**config.mk**
```make
export PLATFORM = sky130hd
export DESIGN_NAME = ex_stage
export DESIGN_NICKNAME = d
export VERILOG_FILES = /design/src/rtl/ex_stage.sv
export SDC_FILE = /design/constraint.sdc
export NUM_CORES = 1
export LEC_CHECK = 0
export BUFFER_PORTS_ARGS = -buffer_cell sky130_fd_sc_hd__buf_2
export CAP_MARGIN = 25
export CORE_ASPECT_RATIO = 1.1
export CORE_MARGIN = 5
export CORE_UTILIZATION = 40
export CTS_BUF_LIST = sky130_fd_sc_hd__clkbuf_8
export DETAILED_ROUTE_END_ITERATION = 8
export GPL_TIMING_DRIVEN = 0
export PLACE_DENSITY = 0.58
export SYNTH_ARGS = -nofsm -noshare
export SYNTH_HDL_FRONTEND = slang
export SYNTH_SLANG_ARGS = --single-unit
```
**constraint.sdc**
```tcl
create_clock -name clk -period 6.6 [get_ports clk]
set_input_delay 0 -clock clk [delete_from_list [all_inputs] [get_ports clk]]
set_output_delay 0 -clock clk [all_outputs]
set_load 0.02 [all_outputs]
```
**src/rtl/ex_stage.sv**
```systemverilog
// Execute stage: forwards operands from EX/MEM and MEM/WB, runs the 16-bit ALU,
// and registers the result into the EX/MEM bundle with hold and bubble control.
module ex_stage #(
  parameter bit FWD_EN = 1'b1
) (
  input  logic        clk,
  input  logic        rst,
  input  logic        enable,
  input  logic        flush,
  input  logic [62:0] idex_in,
  input  logic        wb_en_in,
  input  logic [2:0]  wb_dest_in,
  input  logic [15:0] wb_data_in,
  output logic [37:0] exmem_reg_out,
  output logic        zero_flag,
  output logic [1:0]  fwd_sel_1,
  output logic [1:0]  fwd_sel_2
);

  localparam logic [1:0] SEL_NONE  = 2'b00;
  localparam logic [1:0] SEL_EXMEM = 2'b01;
  localparam logic [1:0] SEL_MEMWB = 2'b10;

  logic [2:0]  src1_s, src2_s, alu_op_s, dest_s;
  logic [15:0] op1_s, op2_s, store_data_s;
  logic        mem_wr_s, wb_en_s, wb_sel_s;

  assign src1_s       = idex_in[62:60];
  assign src2_s       = idex_in[59:57];
  assign alu_op_s     = idex_in[56:54];
  assign op1_s        = idex_in[53:38];
  assign op2_s        = idex_in[37:22];
  assign mem_wr_s     = idex_in[21];
  assign store_data_s = idex_in[20:5];
  assign wb_en_s      = idex_in[4];
  assign dest_s       = idex_in[3:1];
  assign wb_sel_s     = idex_in[0];

  logic [37:0] exmem_q, exmem_d;
  logic        zero_q, zero_d;

  function automatic logic [15:0] alu_f(input logic [2:0] op, input logic [15:0] a,
                                        input logic [15:0] b);
    logic [15:0] r;
    case (op)
      3'd0:    r = a + b;
      3'd1:    r = a - b;
      3'd2:    r = a & b;
      3'd3:    r = a | b;
      3'd4:    r = a ^ b;
      3'd5:    r = a << b[3:0];
      3'd6:    r = a >> b[3:0];
      3'd7:    r = b;
      default: r = 16'h0000;
    endcase
    return r;
  endfunction

  // A load sitting in EX/MEM has no data yet, so only ALU results are eligible.
  logic ex_ok_s;
  logic ex_hit1_s, ex_hit2_s, mw_hit1_s, mw_hit2_s;
  assign ex_ok_s   = exmem_q[4] & ~exmem_q[0];
  assign ex_hit1_s = ex_ok_s & (exmem_q[3:1] == src1_s) & (src1_s != 3'd0);
  assign ex_hit2_s = ex_ok_s & (exmem_q[3:1] == src2_s) & (src2_s != 3'd0);
  assign mw_hit1_s = wb_en_in & (wb_dest_in == src1_s) & (src1_s != 3'd0);
  assign mw_hit2_s = wb_en_in & (wb_dest_in == src2_s) & (src2_s != 3'd0);

  logic [15:0] opa_s, opb_s, sd_s, fwd2_s, res_s;

  // Operand selection; src2 forwarding lands on store_data for stores, op2 otherwise.
  always_comb begin
    fwd_sel_1 = SEL_NONE;
    fwd_sel_2 = SEL_NONE;
    opa_s     = op1_s;
    opb_s     = op2_s;
    sd_s      = store_data_s;
    fwd2_s    = 16'h0000;
    if (FWD_EN) begin
      if (ex_hit1_s) begin
        fwd_sel_1 = SEL_EXMEM;
        opa_s     = exmem_q[36:21];
      end else if (mw_hit1_s) begin
        fwd_sel_1 = SEL_MEMWB;
        opa_s     = wb_data_in;
      end else begin
        opa_s     = op1_s;
      end
      if (ex_hit2_s) begin
        fwd_sel_2 = SEL_EXMEM;
        fwd2_s    = exmem_q[36:21];
      end else if (mw_hit2_s) begin
        fwd_sel_2 = SEL_MEMWB;
        fwd2_s    = wb_data_in;
      end else begin
        fwd2_s    = 16'h0000;
      end
      if (fwd_sel_2 != SEL_NONE) begin
        if (mem_wr_s) begin
          sd_s  = fwd2_s;
        end else begin
          opb_s = fwd2_s;
        end
      end else begin
        opb_s = op2_s;
      end
    end else begin
      opa_s = op1_s;
    end
  end

  assign res_s = alu_f(alu_op_s, opa_s, opb_s);

  // Next-state for EX/MEM: bubble beats hold beats load.
  always_comb begin
    exmem_d = exmem_q;
    zero_d  = zero_q;
    if (flush) begin
      exmem_d = 38'd0;
      zero_d  = 1'b0;
    end else if (enable) begin
      exmem_d = exmem_q;
      zero_d  = zero_q;
    end else begin
      exmem_d = {mem_wr_s, res_s, sd_s, wb_en_s, dest_s, wb_sel_s};
      zero_d  = (res_s == 16'h0000);
    end
  end

  // EX/MEM pipeline register with synchronous reset.
  always_ff @(posedge clk) begin
    if (rst) begin
      exmem_q <= 38'd0;
      zero_q  <= 1'b0;
    end else begin
      exmem_q <= exmem_d;
      zero_q  <= zero_d;
    end
  end

  assign exmem_reg_out = exmem_q;
  assign zero_flag     = zero_q;

endmodule

```
==> summary by stage <==
Run
The tool flagged a number of max-cap violations equal to 0.

Clocking
TritonCTS built the clock tree. The depth of the CTS H-tree is 2. The clock latency on the worst-skew pair is 0.31 ns. The clock-pin slew on the worst setup and hold paths is ~0.090 ns. The deepest clock path buffer count is 2.

The clock sink total is 39. Clock tree synthesis inserted a total of 5 buffers. The library cell used as clock root buffer is clkbuf_8.

Global route
After global routing the overflow that remains totals 0. The initial antenna violation count was 2. The global-route wire length before repair is 48.0 mm.

The maximum number of pins on one net before global-route repair is 13. The via count of the first global-routing pass was 7931. Global routing used 34.8% of the available tracks across all layers.

Power
The power dissipated by switching net loads is between 0.5 and 0.6 mW. The total power per unit cell area is around 140 nW/µm². The switching part of the total power is 49.6%. The worst-case IR drop observed on VDD is 0.144 mV.

Of the total power, the clock network draws between 15 and 20%. The internal power of the cells totals 0.532 mW. The sequential share of power is 24.3%. Summed over all cells, the static leakage comes to 3.13 nW. The share of power burned in combinational logic is 59.8%.

Placed design
The weighted congestion reported at the end of routability-driven placement is 1.02. The HPWL after detailed placement is about 26 mm. Timing analysis after detailed placement gives a worst setup slack of -0.188 ns.

In this run the tool buffered the top-level ports with 126 buffer cells.

Finish
The utilization of the core after routing is 48.7%. The antenna diode count is 0. The proportion of layout cells with a drive suffix above 1 is roughly a fifth. The net count of the finished layout is 1201. The area growth from synthesis to layout is 19.7%.

Synth
In the post-synthesis netlist, the cell with the most instances is nor2_1. The post-synthesis instance area is between 6000 and 7000 µm². The synthesized design spends more area on one cell type than any other, namely dfxtp_1. The warning count from the yosys run is 0. The count of cell types in the netlist is 79. After technology mapping, the gate count stands at between 900 and 1000.

The number of nets produced by synthesis is 1053. The async set-reset flop share out of synthesis is 0%. Sorting the synthesized cells by how often they occur yields nor2_1 (89), a21oi_1 (85), o21ai_0 (75), nand2_1 (62), nand3_1 (54). Ranked by total cell area, the synthesized netlist is headed by dfxtp_1 (13%), ha_1 (10%), a21oi_1 (7.0%), o21ai_0 (6.1%), nor2_1 (5.5%). The average cell area after synthesis is 6.68 µm². The primary flip-flop cell chosen by synthesis mapping is dfxtp_1. Yosys mapped a number of flops with a built-in enable equal to 0. The proportion of synthesized chip area in sequential cells is 12.8%.

The flip-flop and latch count after synthesis is 39. The portion of synthesized cell area occupied by the leading cell type is 12.8%.

Routing
The antenna violation net count after detailed routing is 0. The via count is 8362. The first-pass detailed-route iteration total is 8.

After detailed routing, the number of vias per cell comes to approximately 6.6. The number of DRC violations after detailed-routing iteration 0 is 912. The post-detailed-routing wire length is between 30 and 40 mm.

The routed length per placed instance is around 26 µm. The post-detailed-route DRC marker count is 0.

Critical path
The largest fanout on the critical path is 10. The number of cells on the worst reg-to-reg path is 25. The slowest stage of the critical path is the or4b_1 cell.

Among the stages of the critical path, the cell type that occurs most often is buf_2. The largest single stage delay on the critical path is 0.54 ns. The buffers plus inverters on the worst setup path is 5. For the worst setup path, the data arrival time is approximately 6.6 ns. The category of the worst setup path launch point is a flop. Setup slack on the worst reg-to-reg path comes out at roughly 0.23 ns. The critical path starts at exmem_reg_out[3]$_SDFFE_PP0N_. The terminus of the critical flop-to-flop path is zero_flag$_SDFFE_PP0N_. The worst setup path is captured at a flop.

The required time reported for the critical path endpoint is around 7 ns. The origin of the critical flop-to-flop path is exmem_reg_out[3]$_SDFFE_PP0N_. The worst setup path is of the flop to flop kind. Among cell families on the critical path, the largest total delay comes from simple AND/OR/NAND/NOR gates.

Min path
The startpoint identified for the worst hold timing path is idex_in[16]. The class of the most critical hold timing path is input port to flop. The worst hold path passes through 3 cells. The worst hold path terminates at exmem_reg_out[16]$_SDFFE_PP0N_.

STA
The highest achievable clock rate is 0.157 GHz. Setup total negative slack on the finished layout was measured at 0 ns. The shortest clock period the worst path allows after layout is between 6 and 7 ns. Across all hold checks on the routed design, the worst slack comes to 0.0417 ns. The remaining max-slew budget at the tightest pin is around 33%. The count of pins over their slew limit is 0. At the pin with the least slew margin, the transition time is 0.994 ns. The setup clock skew after layout is ~0.016 ns. The final worst slack is 0.227 ns.

The ratio of final minimum period to clock period is 96.6%. The final-report setup violation count is 0. The final hold violation count is 0.

Floorplan
The area of the core is ~15000 µm². The number of top-level design ports is 130. The floorplan die width is 128 µm. The die outline area is 17900 µm².

Row generation in the floorplan step produced 47 rows. The die height is 140 µm. The starting density of the core is 40.7%.

Outcome
The flow ran to the end, and the final reports show no timing, DRC or antenna violations.
flip-flops by register name, indices dropped and copies added, names as in the netlist:
name	count
zero_flag	1
exmem_reg_out	38
layer usage:
metal | GRT usage, % | wire length [µm] | up-vias
met3 | 8.13 | 3370 | 118
met4 | 17.5 | 1900 | 4
met5 | 0 | 29 | -
met2 | 57.3 | 14900 | 542
met1 | 42.1 | 12400 | 3938
li1 | - | - | 3760
worst reg2reg max path, delay by kind of cell (launching register included):
family	cells	cell delay (ns)
xor gates and xnor gates	2	0.35
DFF	1	0.36
adders and majority gates	1	0.23
AOI/OAI and AO/OA	9	2.04
and+or+nand+nor	8	2.34
buffers and inverters	5	0.98
layout make-up:
| type | instances | area [µm²] |
|---|---|---|
| multi-input cells | 758 | 4970 |
| clock buffers | 5 | 68.8 |
| flip-flops and latches | 39 | 782 |
| well taps | 196 | 245 |
| repair buffers | 141 | 763 |
| clock inverters | 3 | 16.3 |
| inverters | 55 | 211 |
| fillers | 1679 | 7720 |
| plain buffers | 64 | 277 |
power groups by stage:
stage                     clock network (mW)  logic [mW]  registers (mW)
after floorplan                            0       0.361           0.269
after global placement                     0       0.589           0.262
after detailed placement                   0       0.584           0.262
after CTS                              0.170       0.594           0.256
after global routing                   0.176       0.672           0.258
final                                  0.168       0.632           0.257
kinds of logic (layout without fill, tap and decap cells):
logic type,count (synthesis),in the layout,share of synthesized area (%)
and+or+nand+nor,296,296,22.6
DFF,39,39,12.8
adders and majority gates,50,50,10.3
buffers and inverters,119,268,7.81
xor gates and xnor gates,34,34,4.86
AOI/OAI and AO/OA,369,369,40.1
muxes,9,9,1.47
through the flow:
stage	power (mW)	instances	area, µm²
after CTS	1.02	1254	7180
after detailed placement	0.846	1238	7000
after floorplan	0.630	916	6120
final	1.06	1261	7330
after global routing	1.11	1261	7330
after global placement	0.850	1238	7000
what timing repair did:
action                                  in CTS  in global routing
hold endpoints to repair                     8                  0
hold buffers                                 8                  0
endpoints found under the setup margin       1                  1
pin swaps                                    0                  9
setup buffers                                0                  7
gates resized for setup                      4                 27
layout by cell type, fill, tap and decap left out, types with 5 or more instances in the layout:
cell,instances
xnor2_1,23
clkbuf_8,5
buf_4,11
xor2_1,10
nand2_1,62
o211ai_1,25
nand3_1,54
nor2b_1,8
nand4_1,6
o31ai_1,6
o21ai_1,9
o22ai_1,31
dlygate4sd3_1,8
a21oi_1,84
o221a_2,7
inv_1,50
a21o_1,5
and2_1,5
o21ai_0,74
clkbuf_1,39
nor3_1,33
ha_1,49
or2_2,6
nor4_1,6
a31oi_1,33
dfxtp_1,38
nor2_1,88
mux2i_1,9
a211oi_1,13
o221ai_1,9
o2111ai_1,7
a221oi_1,6
buf_2,139
worst max path at each step:
stage	to	slack, ns	cells past startpoint
CTS	zero_flag$_SDFFE_PP0N_	0.01	23
floorplan	zero_flag$_SDFFE_PP0N_	1.02	26
detailed placement	zero_flag$_SDFFE_PP0N_	-0.19	24
global placement	zero_flag$_SDFFE_PP0N_	-0.27	24
finish	zero_flag$_SDFFE_PP0N_	0.23	25
global route	zero_flag$_SDFFE_PP0N_	-0.01	26
Power figures use the tool's default switching activity.
